<file path="config.mk">
export PLATFORM = sky130hd
export DESIGN_NAME = ctrl_unit
export DESIGN_NICKNAME = d
export VERILOG_FILES = /design/src/rtl/ctrl_unit.sv
export SDC_FILE = /design/constraint.sdc
export NUM_CORES = 1
export LEC_CHECK = 0
export ABC_AREA = 1
export CORE_UTILIZATION = 25
export CTS_BUF_LIST = sky130_fd_sc_hd__clkbuf_2
export CTS_CLUSTER_SIZE = 14
export DETAILED_ROUTE_END_ITERATION = 6
export DONT_BUFFER_PORTS = 1
export PLACE_DENSITY = 0.36
export REMOVE_ABC_BUFFERS = 1
export SLEW_MARGIN = 20
export SYNTH_ARGS = -nofsm -noshare
export SYNTH_HDL_FRONTEND = slang
export SYNTH_SLANG_ARGS = --single-unit
</file>
<file path="constraint.sdc">
create_clock -name clk -period 1.8 [get_ports clk]
set_clock_uncertainty 0.1 [all_clocks]
set_input_delay 0.36 -clock clk [delete_from_list [all_inputs] [get_ports clk]]
set_output_delay 0.36 -clock clk [all_outputs]
set_load 0.02 [all_outputs]
</file>
<file path="src/rtl/ctrl_unit.sv">
// ctrl_unit: multi-cycle control FSM sequencing fetch/decode/execute/memory/writeback
// with a memory-wait watchdog that halts the core on a hung bus.
module ctrl_unit #(
  parameter int TIMEOUT = 16,
  parameter int CW = 5
) (
  input  logic       clk,
  input  logic       rst_n,
  input  logic [3:0] opcode,
  input  logic       zero_flag,
  input  logic       mem_ack,
  output logic       ir_load,
  output logic       pc_inc,
  output logic       pc_load,
  output logic       mem_req,
  output logic       mem_we,
  output logic       addr_sel,
  output logic [3:0] alu_op,
  output logic       alu_en,
  output logic       rf_we,
  output logic       wb_sel,
  output logic       halted,
  output logic       fault,
  output logic [2:0] state
);
  typedef enum logic [2:0] {
    FETCH  = 3'd0,
    DECODE = 3'd1,
    EXEC   = 3'd2,
    MEM    = 3'd3,
    WB     = 3'd4,
    HALT   = 3'd5
  } state_t;
  state_t cur, nxt;
  logic [CW-1:0] cnt;
  logic flt, waiting, expire, is_alu, is_arith;
  assign waiting  = (cur == FETCH || cur == MEM) && !mem_ack;
  assign expire   = (TIMEOUT != 0) && waiting && cnt == CW'(TIMEOUT - 1);
  assign is_arith = opcode >= 4'd1 && opcode <= 4'd8;
  assign is_alu   = is_arith || opcode == 4'd11;
  assign state    = cur;
  assign fault    = flt;
  // Strobes are gated by rst_n so an asserted reset kills them without a clock edge.
  always_comb begin
    nxt      = cur;
    ir_load  = 1'b0;
    pc_inc   = 1'b0;
    pc_load  = 1'b0;
    mem_req  = 1'b0;
    mem_we   = 1'b0;
    addr_sel = 1'b0;
    alu_op   = 4'd0;
    alu_en   = 1'b0;
    rf_we    = 1'b0;
    wb_sel   = 1'b0;
    halted   = 1'b0;
    if (rst_n) begin
      case (cur)
        FETCH: begin
          mem_req = 1'b1;
          ir_load = mem_ack;
          pc_inc  = mem_ack;
          nxt     = mem_ack ? DECODE : expire ? HALT : FETCH;
        end
        DECODE: nxt = EXEC;
        EXEC: begin
          alu_en  = is_alu;
          alu_op  = is_arith ? opcode : 4'd0;
          pc_load = opcode == 4'd12 || (opcode == 4'd13 && zero_flag);
          nxt     = is_alu ? WB : (opcode == 4'd9 || opcode == 4'd10) ? MEM : opcode == 4'd15 ? HALT : FETCH;
        end
        MEM: begin
          mem_req  = 1'b1;
          addr_sel = 1'b1;
          mem_we   = opcode == 4'd10;
          nxt      = mem_ack ? (opcode == 4'd9 ? WB : FETCH) : expire ? HALT : MEM;
        end
        WB: begin
          rf_we  = 1'b1;
          wb_sel = opcode == 4'd9;
          nxt    = FETCH;
        end
        HALT: begin
          halted = 1'b1;
          nxt    = HALT;
        end
        default: nxt = FETCH;
      endcase
    end
  end
  always_ff @(posedge clk or negedge rst_n) begin
    if (!rst_n) begin
      cur <= FETCH;
      cnt <= '0;
      flt <= 1'b0;
    end else begin
      cur <= nxt;
      cnt <= waiting ? cnt + 1'b1 : '0;
      flt <= flt | expire;
    end
  end
endmodule

</file>
# Word-level counts from Yosys, hierarchy flattened
# Cells that the tools add are included.
[word_totals] regBits=9 input_bits=8 out_inout_bits=18 elab_cells=61
[op_classes] add_sub_neg=1 n_lt_le_gt_ge=2 eq_ne=12 mux=31 bitwise=1 n_reduce_logical=11
[ops] operator="4-bit equality test (second input constant)" count=6
[ops] operator="3-bit 2-to-1 mux" count=8
[ops] operator="1-bit 2-to-1 mux" count=18
[ops] operator="3-bit case mux with 5 select lines" count=1
[ops] operator="4-bit 2-to-1 mux" count=3
[ops] operator="3-bit by 2-bit equality test with 1-bit output (second input constant)" count=2
[ops] operator="3-bit equality test (second input constant)" count=2
[ops] operator="5-bit by 1-bit adder with 5-bit output (second input constant)" count=1
[ops] operator="5-bit by 4-bit equality test with 1-bit output (second input constant)" count=1
[ops] operator="5-bit 2-to-1 mux" count=1
[ops] operator="4-bit by 1-bit >= comparator with 1-bit output (second input constant)" count=1
[ops] operator="4-bit less-or-equal comparator (second input constant)" count=1
[ops] operator="1-bit logical AND" count=4
[ops] operator="1-bit logical OR" count=4
[ops] operator="3-bit by 1-bit equality test with 1-bit output (second input constant)" count=1
[ops] operator="3-bit zero test" count=1
[ops] operator="2-bit OR reduction" count=1
[ops] operator="1-bit zero test" count=1
[ops] operator="1-bit bitwise OR" count=1

# Longest topological paths before layout
[logic_depth] word_depth=7 depth_mapped=9 mapped_depth_nobuf=9

# Worst setup path before layout
# OpenSTA, ideal clock, no wires.
[synth_timing] kind="register -> output" startpoint="register cur[1] (netlist: state[1])" endpoint="output port wb_sel" arrival_time_ns=1.472 t_required_ns=1.340 setup_slack_ns=-0.132 stages_incl_launch_ff=4 path_cell_list="dfrtp_1 -> nor2_1 -> inv_1 -> nor4_1"
[synth_via] elab_chain_len=3
[synth_rtl] element="start, declared" line="34" rtl="state_t cur, nxt;"
[synth_rtl] element="start signal, assigned" line="97" rtl="cur <= nxt;"
[synth_rtl] element="3-bit equality test" line="58" rtl="case (cur)"
[synth_rtl] element="1-bit 2-to-1 mux" line="58"
[synth_rtl] element="1-bit 2-to-1 mux" line="57" rtl="if (rst_n) begin"
[synth_rtl] element="end, declared" line="21" rtl="output logic wb_sel,"
# No other way between the ends.

# Worst setup path in the final report
[layout_timing] startpoint="register cur[0] (netlist: state[0])" endpoint="output port alu_en"
[layout_via] elab_chain_len=3
[layout_rtl] element="3-bit by 2-bit equality test with 1-bit output" line="58"
[layout_rtl] element="1-bit 2-to-1 mux" line="58"
[layout_rtl] element="1-bit 2-to-1 mux" line="57"
[layout_rtl] element="end, declared" line="19" rtl="output logic alu_en,"
# No other way between the ends.

==> flow_summary.yaml <==
status:
  status: "completed"
yosys:
  syn_inst: 107
  synth.most_common_cell: "nand2_1"
  ys_warn_count: 0
  ys_seq_area_share_pct: 32.4
  syn_avg_cell_area_um2: 6.49
  synth-main-ff-cell: "dfrtp_1"
  synth.area.top_cells: "dfrtp_1, nand2_1, nor2_1"
  synth_top_cell_area_share_pct: 32.4
  synth_commonest_cells: "nand2_1, nor2_1, inv_1"
  netlist_area_um2: 694
  yosysTopAreaCell: "dfrtp_1"
  synth_cell_types: 24
  synth-edff-count: 0
  ys_ff_latch: 9
  ys_async_sr_fraction_pct: 100
power_and_ir_drop:
  p_sw_uw: 523
  sw_frac_of_total_pct: 47.6
  ir_drop_mv: 0.704
  p_int_uw: 576
  pwr-share-comb_pct: 60.4
  clockPowerShare_pct: 11.7
  power_leakage_nw: 0.503
  seqPwrFrac_pct: 27.9
  cellPowerDensity_nw_per_um2: 1110
cells_and_area:
  fin_nets: 142
  fin_cells: 161
  multi_input_area_um2: 467
  fillers: 289
  syn2layout_area_growth_pct: 42.0
  final-seq-area_um2: 228
  n_antenna_cell: 0
  drive_above_1_share_pct: 35.9
drt:
  wl_met2_um: 884
  highest_layer: "met4"
  vias: 746
  drc_errors: 0
  wl_per_cell_um: 11.5
  first_pass_iters: 3
  wl_met3_um: 79
  drt.antenna.violating_nets: 0
  drt-initial-drc-count: 4
  wl_met1_um: 880
  wl_um: 1860
  via_per_inst: 4.63
global_routing:
  antenna_found_initial: 0
  grt_pass1_vias: 615
  grt_pass1_wl_um: 2650
  overflow: 0
  grt_max_degree: 12
  grt_usage_pct: 12.6
clock_tree:
  cts.sinks: 9
  tritoncts: "done"
  path_clk_slew_ns: 0.09
  cts-root-buf: "clkbuf_2"
  clockBufferDepth: 2
  htree_levels: 1
  clock_latency_ns: 0.24
  cts_made_buffers: 3
critical_path:
  worst_setup_path_end_kind: "primary output"
  path_max_fanout: 6
  crit_chain: "inv_2 -> nand2_4 -> nor2_4 -> nand2_4 -> or2_1 -> inv_2"
  critical_path.top_delay_family: "simple AND/OR/NAND/NOR gates"
  crit_arrival_ns: 1.32
  r2r_setup_slack_ns: 0.21
  rr_endpoint: "state[0]$_DFFE_PN0P_"
  r2r-start: "cnt[0]$_DFF_PN0_"
  criticalPathCategory: "register to primary output"
  critPathLaunchType: "register"
  path_buf_inv: 2
  critPathRequiredTime_ns: 1.34
  crit_slowest_cell: "dfrtp_1"
  reg2reg_depth: 9
  cpPeakStageDelay_ns: 0.42
min_path:
  hp-start: "rst_n"
  worstHoldEndpoint: "state[1]$_DFFE_PN0P_"
  worstHoldPathCells: 2
  hold_class: "input pin to register"
floorplanning:
  die_area_um2: 2990
  coreArea_um2: 2540
  ios: 26
  fp-row-count: 18
  die_w_um: 54.7
  die_h_um: 54.7
  start_util_pct: 27.3
sta:
  rsz0062_at_grt: "true"
  fmaxAchievable_ghz: 0.560
  finalHoldWorstSlack_ns: 0.134
  setup_viol_count_final: 0
  maxSlewViolCount: 0
  period_share_pct: 99.1
  max_slew_margin_pct: 72.9
  finalCriticalPeriod_ns: 1.78
  finalHoldViolCount: 0
  worstMarginPinSlew_ns: 0.405
job:
  drv_cap: 0
placement:
  place.gp.congestion: 0.878
  hpwl_um: 1350
  placedCellCount: 150
  port-buffer-count: 0
==> how the worst max path moves through the flow <==
stage,startpoint,endpoint,slack [ns],depth (start not counted)
after floorplan,state[1]$_DFFE_PN0P_,wb_sel,-0.13,3
after global placement,state[1]$_DFFE_PN0P_,wb_sel,0.16,4
after detailed placement,state[0]$_DFFE_PN0P_,alu_en,0.17,6
after CTS,state[0]$_DFFE_PN0P_,alu_en,-0.01,6
after global routing,state[0]$_DFFE_PN0P_,alu_en,-0.08,6
final,state[0]$_DFFE_PN0P_,alu_en,0.02,6
==> per-layer routing <==
metal	up-vias	track usage, %
li1	389	-
met1	336	16.6
met2	19	19.7
met3	2	1.67
met4	0	6.41
met5	-	0
==> area by class of cell <==
cell class	count	share of cell area [%]
multi-input combinational	81	47.3
inverter	15	5.96
clock buffer	4	2.03
timing repair buffer	22	17.8
tap	30	3.81
sequential	9	23.1
==> worst reg2reg max path, delay by kind of cell, from the launching register on <==
family,cells,cell delay (ns)
buffers and inverters,1,0.07
adders and majority gates,2,0.41
DFF,1,0.41
and+or+nand+nor,6,0.50
==> cells in the final DEF, fill, tap and decap left out, drive strengths merged <==
cell type	count
dlygate4sd3	1
or2	2
nor4	1
xor2	1
dfrtp	9
nor3	8
nor2	21
o21bai	1
o21ai	1
inv	15
nand3b	1
nand4	1
buf	21
ha	2
nand3	9
o21a	1
a21oi	5
nand2	27
clkbuf	4
==> state kept, by name, summed over array words and instances (netlist names) <==
name   cells
cnt        5
state      3
fault      1
==> stage by stage <==
step	worst slack [ns]	utilization [%]	TNS [ns]	power, mW	instance area (um2)
CTS	-0.0114	35.8	-0.0114	1.02	912
floorplan	-0.132	-	-0.177	0.640	683
detailed placement	0.167	32.7	0	0.799	833
global route	-0.0773	38.7	-0.632	1.19	986
finish	0.0156	38.7	0	1.10	986
global placement	0.160	32.7	0	0.804	833
==> cell families (layout without fill, tap and decap cells) <==
group	Yosys count	in the layout	share of synthesized area (%)
flops	9	9	32.4
xor+xnor	1	1	1.26
buf+inv	17	41	9.73
compound gates	8	8	6.49
simple gates	70	70	46.5
fa+ha+maj	2	2	3.60
==> power by group through the flow <==
stage,Clock (mW),Sequential [mW],Combinational (mW)
detailed placement,0,0.296,0.504
floorplan,0,0.329,0.311
CTS,0.135,0.301,0.580
finish,0.129,0.307,0.664
global route,0.149,0.311,0.727
global placement,0,0.297,0.507
==> repair_timing <==
item,in CTS,in global routing
hold buffers,1,0
gates cloned,0,0
setup endpoints to repair,11,14
resized for setup,10,10
hold endpoints to repair,9,0
buffers inserted,3,3
pin swaps,2,4
Note: power is estimated with default switching activity, not from simulation.
